### src/rtl/stack_ctrl.sv
// -----------------------------------------------------------------------------
// stack_ctrl
//
// Sequencer for CPU PUSH/POP instructions. It is the only writer of the stack
// pointer kept in the register file: it reads the live SP on sp_in, performs
// the single data-memory access a command needs, and writes the updated SP
// back through the register-file write port. The CPU stalls while cmd_ready
// is low.
//
// The stack is empty-descending:
//   - SP points at the next free byte.
//   - A push writes mem[SP] and then decrements SP.
//   - A pop increments SP and then reads mem[SP].
//
// Ports
//   clk, rst         clock (rising edge) and asynchronous active-high reset
//   cmd_valid        command request, accepted only while cmd_ready is high
//   cmd_pop          0 = PUSH, 1 = POP (sampled with cmd_valid)
//   cmd_data         push data (sampled with cmd_valid)
//   cmd_ready        high only while idle
//   done             one-cycle completion pulse
//   pop_data         last successfully popped byte, held between pops
//   err_ovf          push refused because the stack is full (with done)
//   err_unf          pop refused because the stack is empty (with done)
//   sp_in            current SP from the register file
//   rf_wr_en         register-file write enable for the new SP
//   rf_wr_addr       register-file write address (always SP_ADDR)
//   rf_wr_data       new SP value
//   dmem_addr        data-memory address
//   dmem_wr          data-memory write strobe
//   dmem_wdata       data-memory write data
//   dmem_rd          data-memory read strobe; data returns next cycle
//   dmem_rdata       data-memory read data
// -----------------------------------------------------------------------------
module stack_ctrl #(
    parameter logic [3:0] SP_ADDR     = 4'd15,
    parameter logic [7:0] STACK_TOP   = 8'hFF,
    parameter logic [7:0] STACK_LIMIT = 8'h80
) (
    input  logic       clk,
    input  logic       rst,
    input  logic       cmd_valid,
    input  logic       cmd_pop,
    input  logic [7:0] cmd_data,
    output logic       cmd_ready,
    output logic       done,
    output logic [7:0] pop_data,
    output logic       err_ovf,
    output logic       err_unf,
    input  logic [7:0] sp_in,
    output logic       rf_wr_en,
    output logic [3:0] rf_wr_addr,
    output logic [7:0] rf_wr_data,
    output logic [7:0] dmem_addr,
    output logic       dmem_wr,
    output logic       dmem_rd,
    output logic [7:0] dmem_wdata,
    input  logic [7:0] dmem_rdata
);

    typedef enum logic [2:0] {
        ST_IDLE    = 3'd0,
        ST_PUSH_WR = 3'd1,
        ST_POP_RD  = 3'd2,
        ST_POP_CAP = 3'd3,
        ST_SP_WB   = 3'd4,
        ST_DONE    = 3'd5
    } state_t;

    state_t r_state;
    state_t w_state_next;

    logic [7:0] r_data;      // push data latched at accept
    logic [7:0] r_sp_q;      // SP snapshot taken at accept
    logic [7:0] r_sp_new;    // SP value to write back
    logic       r_err_ovf;
    logic       r_err_unf;
    logic [7:0] r_pop_data;

    // Refusal decisions are made on the live sp_in in the accept cycle,
    // which is exactly the value latched into r_sp_q.
    logic w_ovf;
    logic w_unf;
    logic w_accept;

    assign w_accept = (r_state == ST_IDLE) && cmd_valid;
    assign w_ovf    = !cmd_pop && (sp_in < STACK_LIMIT);
    assign w_unf    =  cmd_pop && (sp_in >= STACK_TOP);

    // SP is the only register this block ever writes.
    assign rf_wr_addr = SP_ADDR;
    assign pop_data   = r_pop_data;

    // -------------------------------------------------------------------------
    // State register and datapath registers
    // -------------------------------------------------------------------------
    always_ff @(posedge clk or posedge rst) begin
        if (rst) begin
            r_state    <= ST_IDLE;
            r_data     <= 8'h00;
            r_sp_q     <= 8'h00;
            r_sp_new   <= 8'h00;
            r_err_ovf  <= 1'b0;
            r_err_unf  <= 1'b0;
            r_pop_data <= 8'h00;
        end else begin
            r_state <= w_state_next;

            if (w_accept) begin
                r_data    <= cmd_data;
                r_sp_q    <= sp_in;
                // Cleared on every accept so a stale flag never reaches DONE.
                r_err_ovf <= w_ovf;
                r_err_unf <= w_unf;
            end

            // The 8-bit arithmetic wraps on purpose: with STACK_LIMIT = 0 a
            // push at SP = 8'h00 yields 8'hFF.
            if (r_state == ST_PUSH_WR) begin
                r_sp_new <= r_sp_q - 8'd1;
            end
            if (r_state == ST_POP_RD) begin
                r_sp_new <= r_sp_q + 8'd1;
            end

            // Read data arrives one cycle after the dmem_rd strobe.
            if (r_state == ST_POP_CAP) begin
                r_pop_data <= dmem_rdata;
            end
        end
    end

    // -------------------------------------------------------------------------
    // Next-state and output decode. Each strobe is tied to exactly one state,
    // so dmem_wr, dmem_rd and rf_wr_en can never overlap and each lasts a
    // single cycle per command.
    // -------------------------------------------------------------------------
    always_comb begin
        w_state_next = r_state;
        cmd_ready    = 1'b0;
        done         = 1'b0;
        err_ovf      = 1'b0;
        err_unf      = 1'b0;
        rf_wr_en     = 1'b0;
        rf_wr_data   = 8'h00;
        dmem_addr    = 8'h00;
        dmem_wr      = 1'b0;
        dmem_rd      = 1'b0;
        dmem_wdata   = 8'h00;

        case (r_state)
            ST_IDLE: begin
                cmd_ready = 1'b1;
                if (cmd_valid) begin
                    if (w_ovf || w_unf) begin
                        w_state_next = ST_DONE;
                    end else if (cmd_pop) begin
                        w_state_next = ST_POP_RD;
                    end else begin
                        w_state_next = ST_PUSH_WR;
                    end
                end
            end

            ST_PUSH_WR: begin
                dmem_wr      = 1'b1;
                dmem_addr    = r_sp_q;
                dmem_wdata   = r_data;
                w_state_next = ST_SP_WB;
            end

            ST_POP_RD: begin
                dmem_rd      = 1'b1;
                dmem_addr    = r_sp_q + 8'd1;
                w_state_next = ST_POP_CAP;
            end

            ST_POP_CAP: begin
                w_state_next = ST_SP_WB;
            end

            ST_SP_WB: begin
                rf_wr_en     = 1'b1;
                rf_wr_data   = r_sp_new;
                w_state_next = ST_DONE;
            end

            ST_DONE: begin
                done         = 1'b1;
                err_ovf      = r_err_ovf;
                err_unf      = r_err_unf;
                w_state_next = ST_IDLE;
            end

            default: begin
                w_state_next = ST_IDLE;
            end
        endcase
    end

endmodule

### config.mk
export PLATFORM = sky130hd
export DESIGN_NAME = stack_ctrl
export DESIGN_NICKNAME = d
export VERILOG_FILES = /design/src/rtl/stack_ctrl.sv
export SDC_FILE = /design/constraint.sdc
export NUM_CORES = 1
export LEC_CHECK = 0
export CAP_MARGIN = 25
export CORE_AREA = 2 2 79 62
export CTS_CLUSTER_DIAMETER = 40
export CTS_CLUSTER_SIZE = 14
export DETAILED_ROUTE_END_ITERATION = 6
export DIE_AREA = 0 0 81 64
export GPL_ROUTABILITY_DRIVEN = 0
export PLACE_DENSITY_LB_ADDON = 0.3
export SYNTH_ARGS = -nofsm -noshare
export SYNTH_HDL_FRONTEND = slang
export SYNTH_SLANG_ARGS = --single-unit
### constraint.sdc
create_clock -name clk -period 3.6 [get_ports clk]
set_input_delay 0.36 -clock clk [delete_from_list [all_inputs] [get_ports clk]]
set_output_delay 0.36 -clock clk [all_outputs]
set_load 0.01 [all_outputs]
### Yosys cells after proc, flatten, opt, wreduce, memory -nomap -nowiden

Cells that the tools add are included.

* register bits after elaboration: 37
* logic and storage cells: 41

* add/subtract/negate cells: 2
* $lt $le $gt $ge: 2
* equality and inequality tests: 6
* muxes and demuxes: 16
* reduce and logical (&&, ||, !) cells: 8

Operators with widths (number)
* $mux W8: 4
* $pmux W8 S2: 1
* $pmux W3 S4: 1
* $add A8 B1 Y8 const B: 1
* $ge A8 B8 Y1 const B: 1
* $lt A8 B8 Y1 const B: 1
* $sub A8 B1 Y8 const B: 1
* $mux W1: 7
* $eq A3 B2 Y1 const B: 2
* $eq A3 B3 Y1 const B: 2
* $mux W3: 2
* $eq A3 B1 Y1 const B: 1
* $logic_and A1 B1 Y1: 3
* $logic_not A3 Y1: 1
* $mux W2: 1
* $ne A2 B2 Y1 const B: 1
* $reduce_bool A2 Y1: 1
* $reduce_or A2 Y1: 1
* $logic_not A1 Y1: 1
* $logic_or A1 B1 Y1: 1

### Logic depth before layout (Yosys ltp)

Gate-level depths: netlist of the first run.

* depth after elaboration: 6
* gate-level depth with buffers: 6
* mapped depth without buffers: 6

### Least setup slack after synthesis of the first run

No wires, ideal clock.

* kind: register to output
* from: register r_state[2]
* to: output dmem_addr[7]
* data arrival time: 1.634 ns
* required time: 3.240 ns
* slack: 1.606 ns
* stages on the path, launching flop included: 7
* path buffers: 2
* cell sequence: dfrtp_1 or3b_2 buf_2 inv_1 buf_2 a21oi_1 o21ai_0

* longest elaborated chain between the ends: 2

Ends and longest elaborated chain
* from (decl): line 70 `state_t r_state;`
* from (signal assigned): line 107 `r_state <= w_state_next;`
* $eq A3 B2 Y1 / $eq A3 B1 Y1 (equally long branches): line 151 `case (r_state)`
* $pmux W8 S2 *: line 151
* to (decl): line 54 `output logic [7:0] dmem_addr,`

Mark *: on every way between the ends. The rest lies on a longest branch, timed or not.

### Final worst setup path of the first run

* from: register r_state[0]
* to: output dmem_addr[4]

The elaborated chain is that of the path after synthesis.

==> results of run 1 <==
==> cells by family after synthesis <==
| group | synth area share, % |
|---|---|
| other | 0.181 |
| adder cells (fa/ha/maj) | 1.21 |
| XOR/XNOR | 0.423 |
| AND/OR/NAND/NOR | 25.6 |
| buffers and inverters | 6.10 |
| multiplexers | 5.38 |
| AO/OA/AOI/OAI | 16.4 |
| flip-flops | 44.7 |
==> cells in the mapped netlist (all sizes together) (3+ instances only) <==
cell / count / area, um2
dfrtp: 37 / 926
a211oi: 6 / 45.0
and2: 19 / 119
o21ai: 19 / 95.1
clkbuf: 11 / 41.3
nand2: 52 / 195
inv: 8 / 30.0
and3: 4 / 26.3
nor3: 8 / 40.0
or3b: 3 / 26.3
nor2: 10 / 37.5
a21oi: 8 / 40.0
mux2: 9 / 101
buf: 9 / 55.1
==> cell type report <==
cell class                      count  area (um2)
Tap cell                           57        71.3
Sequential cell                    37         926
Inverter                            8        30.0
Timing Repair Buffer               69         683
Clock buffer                        6        82.6
Fill cell                         399        1530
Multi-Input combinational cell    177        1030
Clock inverter                      1        7.51
==> power by group <==
| part | switching (W) | internal [W] |
|---|---|---|
| Combinational | 0.000529 | 0.000620 |
| Clock | 0.000145 | 0.000151 |
| Sequential | 0.000208 | 0.000614 |
==> state kept, by name (all words and copies together) (netlist names) <==
signal,count
r_sp_new,8
r_data,8
r_state,3
r_err_ovf,1
r_err_unf,1
pop_data,8
r_sp_q,8
==> worst max-delay path by stage <==
stage,from,endpoint,slack [ps]
2_1_floorplan,r_state[2],dmem_addr[7],1610
3_3_place_gp,r_state[0],dmem_addr[2],810
3_5_place_dp,r_state[0],dmem_addr[2],760
4_1_cts,r_state[0],dmem_addr[2],440
5_1_grt,r_state[0],dmem_addr[2],180
6_report,r_state[0],dmem_addr[4],410
==> worst register-to-register path, delay by kind of cell, from the launching register on <==
| kind | cells | cell delay (ps) |
|---|---|---|
| AND/OR/NAND/NOR | 3 | 980 |
| flip-flops | 1 | 540 |
| buffers and inverters | 1 | 530 |
| AO/OA/AOI/OAI | 1 | 90 |
==> routing by layer <==
layer	part of all wire (%)	global-route usage, %	routed length [um]	vias up
met5	0	0	0	-
li1	-	-	-	933
met4	0.76	5.08	36	0
met3	7.8	5.51	368	5
met1	50	30.2	2360	842
met2	42	28.3	1970	68
==> stage by stage <==
step	util (%)	worst slack [ps]	total power, W
finish	64.9	413	0.00227
global route	64.9	177	0.00245
CTS	64.9	437	0.00228
detailed placement	62.8	757	0.00198
global placement	62.8	814	0.00195
floorplan	-	1610	0.00148
==> results.yml, run 1 <==
setup_path:
  crit_path_max_fanout: 23
  cp_data_required_time_ps: 3240
  path_common_cell: "o21ai_0"
  worst_ep_arrival_time_ps: 2830
  crit_buf_inv: 2
  r2r_cells: 5
  rrSetupSlack_ps: 1320
  slowest_stage: "or3b_2"
  r2r_end: "r_sp_new[3]"
  path_depth: 5
  slowest_delay_ps: 630
  path_class: "flip-flop to output port"
  path_cells: "or3b_2 -> inv_1 -> o21ai_0 -> o21ai_0 -> clkdlybuf4s50_1"
  worst_setup_path_start_kind: "flip-flop"
  endpoint_kind: "output port"
  crit_family: "buffers and inverters"
  r2r-start: "r_state[0]"
yosys:
  syn_area_um2: 2070
  ys_ff_latch: 37
  ys_seq_area_share_pct: 44.7
  ys_types: 45
  synth-edff-count: 0
  synth.avg_cell_area_um2: 8.66
  async_reset_ff_share_pct: 100
  synthCells: 239
  yosysWarnings: 0
  synth_ff_type: "dfrtp_1"
route:
  drt_pass1_iterations: 4
  routed_wl_mm: 4.74
  wl_per_cell_um: 13.3
  via_per_inst: 5.21
  dr.first_iter.drc_count: 147
  ant_nets: 0
  drc: 0
  vias: 1848
die:
  coreArea_um2: 4360
  initial_core_util_pct: 47.5
  die-area_um2: 5180
  die_w_um: 81
  fp-row-count: 21
  die_h_um: 64
  pin_count: 71
min_path:
  min_to: "r_data[3]"
  holdPathStages: 2
  min_from: "r_data[3]"
  hp-class: "flip-flop to flip-flop"
timing:
  rsz0062_at_grt: "no"
  maxSlewHeadroom_pct: 53.9
  timing.hold.ws_ps: 471
  hold_violations: 0
  tns_ps: 0
  fin_skew_ps: 5.34
  fmax_mhz: 314
  period_share_pct: 88.5
  final_max_slew_viol_count: 0
  worst_pin_slew_ps: 691
  fin_crit_ps: 3190
  setup_viol: 0
clocking:
  cts_resized: 0
  clock_latency_ps: 290
  postCtsSetupBuffers: 0
  cts_tree: "yes"
  cts_root_buf: "clkbuf_8"
  htreeDepth: 2
  cts_hold_buf: 0
  cts.sinks: 37
  cts_buffer_depth: 2
  path_clk_slew_ps: 70
  numCtsBuffers: 5
final_layout:
  area_delta_synth_final_pct: 36.7
  mostFrequentLayoutCell: "clkdlybuf4s50_1"
  diodes: 0
  postLayoutCellArea_um2: 2830
  final_cell_mix: "66 x clkdlybuf4s50_1, 52 x nand2_1, 37 x dfrtp_1"
  final_cells: 355
  nets: 328
  layout-drive-gt1-share_pct: 9.06
global_routing:
  track_usage_pct: 20.1
  antenna_found_initial: 0
  grt_first_pass_wirelength_mm: 8.07
  grt_overflow: 0
  grt_pass1_vias: 1673
  grt_max_degree: 24
pwr:
  p_leak_nw: 1.21
  peakVddDrop_uv: 450
  power_density_nw_per_um2: 801
run_status:
  outcome: "finished, final reports clean"
flow_run:
  drv_cap: 0
placed_design:
  hpwl_mm: 3.52
  placed_area_um2: 2740
  io_buffers: 66
  dp_cells: 348
Power figures use the tool's default switching activity.
==> run 2, diff against run 1 <==
Clock period 3.6 ns to 3.9 ns, I/O delays scaled along.
==> run 2 against run 1 <==
  * Routed wire length is 0.65% higher
  * Highest routed layer unchanged
  * Critical endpoint is now dmem_addr[6]
  * Die area did not move
  * Total power down 8.0%
  * Clock-buffer cell count did not move
  * Final area grew 0.97%
  * Sequential cell count is the same
  * Cell count up 0.28%
  * Clock power is 7.8% lower
  * Core utilization increased by 0.63 points
  * Critical path depth is the same
  * Setup slack gained 260 ps
==> results.yml, run 2 (synthesis gave the netlist of run 1 again) <==
placed_design:
  hpwl_mm: 3.60
  io_buffers: 66
setup_path:
  cp_data_required_time_ps: 3510
  crit_path_max_fanout: 14
  worst_setup_path_start_kind: "flip-flop"
  worst_ep_arrival_time_ps: 2840
  endpoint_kind: "output port"
  path_class: "flip-flop to output port"
die:
  fp-row-count: 21
  coreArea_um2: 4360
  pin_count: 71
  die_w_um: 81
  die_h_um: 64
  initial_core_util_pct: 47.5
  die-area_um2: 5180
pwr:
  p_sw_share_pct: 38.9
  peakVddDrop_uv: 359
  power_density_nw_per_um2: 729
  seqPwrFrac_pct: 36.3
  intPower_w: 0.00127
  clkPwrFrac_pct: 13.1
  p_comb_share_pct: 50.6
  p_switching_w: 0.000811
  p_leak_nw: 1.22
route:
  ant_nets: 0
  dr.first_iter.drc_count: 123
  wl_per_cell_um: 13.4
  vias: 1883
  drc: 0
  routed_wl_mm: 4.77
  drt_pass1_iterations: 4
  via_per_inst: 5.29
clocking:
  cts_hold_buf: 0
  path_clk_slew_ps: 70
  cts_buffer_depth: 2
  postCtsSetupBuffers: 0
  htreeDepth: 2
  cts_root_buf: "clkbuf_8"
  cts_resized: 0
  numCtsBuffers: 5
  cts.sinks: 37
  cts_tree: "yes"
  clock_latency_ps: 280
global_routing:
  track_usage_pct: 19.9
  grt_first_pass_wirelength_mm: 7.91
  grt_max_degree: 24
  grt_pass1_vias: 1662
  grt_overflow: 0
  antenna_found_initial: 0
timing:
  rsz0062_at_grt: "no"
  period_share_pct: 82.8
  hold_violations: 0
  final_max_slew_viol_count: 0
  tns_ps: 0
  maxSlewHeadroom_pct: 36.8
  setup_viol: 0
  fin_crit_ps: 3230
  fmax_mhz: 310
  worst_pin_slew_ps: 946
  timing.hold.ws_ps: 416
  fin_skew_ps: 4.88
final_layout:
  multiInputGateArea_um2: 1030
  final_cell_mix: "66 x clkdlybuf4s50_1, 52 x nand2_1, 37 x dfrtp_1"
  nets: 329
  mostFrequentLayoutCell: "clkdlybuf4s50_1"
  seqCellArea_um2: 926
  layout-drive-gt1-share_pct: 9.36
  area_delta_synth_final_pct: 38.0
  diodes: 0
  fillers: 382
min_path:
  hp-class: "input port to async pin"
flow_run:
  drv_cap: 0
run_status:
  outcome: "finished, final reports clean"
[run 2: final timing paths]
check | startpoint | end | cells after the start | slack [ps]
setup / recovery | r_state[2] | dmem_addr[6] | 5 | 670
hold / removal | rst | r_data[3] | 2 | 420
setup reg to reg | r_state[0] | r_sp_new[3] | 5 | 1590
hold reg to reg | r_sp_new[0] | r_sp_new[0] | 2 | 470
max in group asynchronous | rst | r_sp_new[7] | 4 | 2880
min in group clk | r_sp_new[0] | r_sp_new[0] | 2 | 470
[run 2: worst max-delay path, stage by stage (launching register included)]
cell and delay [ps]:
dfrtp_1 490, or3b_2 660, inv_1 390, nand4_1 210, a22oi_1 230, clkdlybuf4s50_1 560
[run 2: routing by layer]
layer | wire length, um | track usage (%) | vias up
li1 | - | - | 938
met1 | 2330 | 30.0 | 851
met2 | 1980 | 27.6 | 89
met3 | 403 | 4.94 | 5
met4 | 48 | 6.57 | 0
met5 | 0 | 0 | -
[run 2: layout make-up]
cell class,instances,share of cell area [%]
Sequential cell,37,32.4
Multi-Input combinational cell,177,36.0
Inverter,8,1.05
Clock buffer,6,2.89
Timing Repair Buffer,70,24.9
Tap cell,57,2.50
Clock inverter,1,0.263
[run 2: power by group through the flow]
| stage | registers [W] | logic (W) | clock network (W) |
|---|---|---|---|
| global placement | 0.000749 | 0.00104 | 0 |
| finish | 0.000757 | 0.00106 | 0.000273 |
| global route | 0.000792 | 0.00117 | 0.000294 |
| detailed placement | 0.000763 | 0.00106 | 0 |
| CTS | 0.000755 | 0.00106 | 0.000279 |
| floorplan | 0.000680 | 0.000686 | 0 |
[run 2: per-stage QoR]
step	total power [W]	std cells	area, um2	util, %	worst slack (ps)
global placement	0.00179	348	2740	62.8	1070
CTS	0.00209	356	2860	65.5	706
finish	0.00208	356	2860	65.5	670
detailed placement	0.00182	349	2770	63.5	1020
global route	0.00225	356	2860	65.5	513
floorplan	0.00137	242	2080	-	1880
==> run 3, diff against run 2 <==
Settings changed: CORE_AREA 2 2 79 62 to 2 2 86 67, DIE_AREA 0 0 81 64 to 0 0 88 69.
Clock period 3.9 ns to 2.85 ns, I/O delays scaled along.
==> run 3 against run 2 <==
  * Total power up 42%
  * Clock skew down 0.76 ps
  * Critical path depth unchanged
  * Final area up 2.3%
  * Global-route usage down 2.6 points
  * Critical endpoint is now dmem_addr[7]
  * Sequential cell count unchanged
  * Via count down 1.1%
  * Cell count up 7.0%
  * Register-to-register slack worse by 710 ps
  * Non-clock buffer count up 6
  * Hold slack worse by 13 ps
==> results.yml, run 3 (synthesis gave the netlist of run 1 again) <==
run_status:
  outcome: "finished, final reports clean"
global_routing:
  antenna_found_initial: 0
  grt_first_pass_wirelength_mm: 8.36
  grt_pass1_vias: 1788
  grt_overflow: 0
  track_usage_pct: 17.2
  grt_max_degree: 38
pwr:
  p_comb_share_pct: 52.6
  p_leak_nw: 1.23
  intPower_w: 0.00181
  clkPwrFrac_pct: 13.1
  p_switching_w: 0.00114
  power_density_nw_per_um2: 1010
  seqPwrFrac_pct: 34.3
  peakVddDrop_uv: 391
  p_sw_share_pct: 38.7
clocking:
  htreeDepth: 2
  numCtsBuffers: 5
  cts_tree: "yes"
  clock_latency_ps: 290
  cts_root_buf: "clkbuf_8"
  cts.sinks: 37
  cts_buffer_depth: 2
  path_clk_slew_ps: 80
  cts_hold_buf: 0
route:
  dr.first_iter.drc_count: 132
  drt_pass1_iterations: 4
  routed_wl_mm: 4.98
  via_per_inst: 4.89
  drc: 0
  ant_nets: 0
  wl_per_cell_um: 13.1
  vias: 1863
die:
  die_h_um: 69
  initial_core_util_pct: 39.8
  fp-row-count: 23
  die_w_um: 88
  pin_count: 71
  coreArea_um2: 5210
  die-area_um2: 6070
setup_path:
  crit_path_max_fanout: 13
  path_class: "flip-flop to output port"
  r2r-start: "r_sp_q[0]"
  path_depth: 5
  crit_family: "simple AND/OR/NAND/NOR gates"
  slowest_delay_ps: 580
  cp_data_required_time_ps: 2570
  rrSetupSlack_ps: 880
  endpoint_kind: "output port"
  worst_setup_path_start_kind: "flip-flop"
  path_cells: "or3b_2 -> buf_4 -> or3_1 -> o21ai_0 -> clkdlybuf4s50_1"
  slowest_stage: "clkdlybuf4s50_1"
  worst_ep_arrival_time_ps: 2510
  crit_start: "r_state[0]"
  r2r_cells: 6
  crit_buf_inv: 2
final_layout:
  nets: 335
  mostFrequentLayoutCell: "clkdlybuf4s50_1"
  multiInputGateArea_um2: 1030
  layout-drive-gt1-share_pct: 13.1
  diodes: 0
  seqCellArea_um2: 930
  area_delta_synth_final_pct: 41.1
  fillers: 472
  final_cell_mix: "66 x clkdlybuf4s50_1, 52 x nand2_1, 34 x dfrtp_1"
  final_cells: 381
min_path:
  hp-class: "input port to async pin"
flow_run:
  drv_cap: 0
timing:
  fin_crit_ps: 2790
  timing.hold.ws_ps: 403
  final_max_slew_viol_count: 0
  hold_violations: 0
  fin_skew_ps: 4.12
  fmax_mhz: 358
  period_share_pct: 98.1
  setup_viol: 0
placed_design:
  io_buffers: 66
  dp_cells: 371
  hpwl_mm: 3.57
## run 3: worst paths after layout
path                                end
max                        dmem_addr[7]
min                           r_data[6]
max reg2reg                 r_sp_new[6]
min reg2reg                   r_data[5]
max in group asynchronous    r_state[1]
min in group clk              r_data[5]
## run 3: worst register-to-register path: stages, from the launching register on
cell and delay (ps):
dfrtp_1 460, inv_1 170, ha_1 210, or3b_2 510, o31ai_1 220, a21oi_1 100
a211oi_1 200
## run 3: stage by stage
stage / setup TNS, ps / setup slack [ps] / util, % / total power, W / cell area, um2
after detailed placement: 0 / 348 / 53.8 / 0.00254 / 2800
after global routing: -1.64 / -1.64 / 56.1 / 0.00321 / 2920
after global placement: 0 / 414 / 53.8 / 0.00251 / 2800
final: 0 / 55.4 / 56.1 / 0.00295 / 2920
after CTS: 0 / 7.65 / 55.6 / 0.00294 / 2900
after floorplan: 0 / 931 / - / 0.00187 / 2080
## run 3: power by group through the flow
stage / clock network (W) / registers (W) / logic (W)
floorplan: 0 / 0.000930 / 0.000939
global placement: 0 / 0.00101 / 0.00150
detailed placement: 0 / 0.00102 / 0.00152
CTS: 0.000400 / 0.00102 / 0.00152
global route: 0.000427 / 0.00106 / 0.00173
finish: 0.000386 / 0.00101 / 0.00155
## run 3: per-layer routing
metal	routed length (um)	up-vias	GRT usage, %
li1	-	946	-
met4	13	0	3.59
met3	387	2	6.71
met2	2100	74	24.2
met1	2470	841	25.2
met5	0	-	0
## run 3: area by class of cell
type | instances | share of cell area [%]
Multi-Input combinational cell | 177 | 35.2
Sequential cell | 37 | 31.8
Timing Repair Buffer | 76 | 25.2
Tap cell | 75 | 3.21
Clock buffer | 6 | 2.83
Inverter | 8 | 1.28
Clock inverter | 2 | 0.471
## run 3: timing repair
| item | in CTS | in global routing |
|---|---|---|
| resized for setup | 0 | 5 |
| setup buffers | 0 | 2 |
| setup endpoints to repair | 0 | 14 |
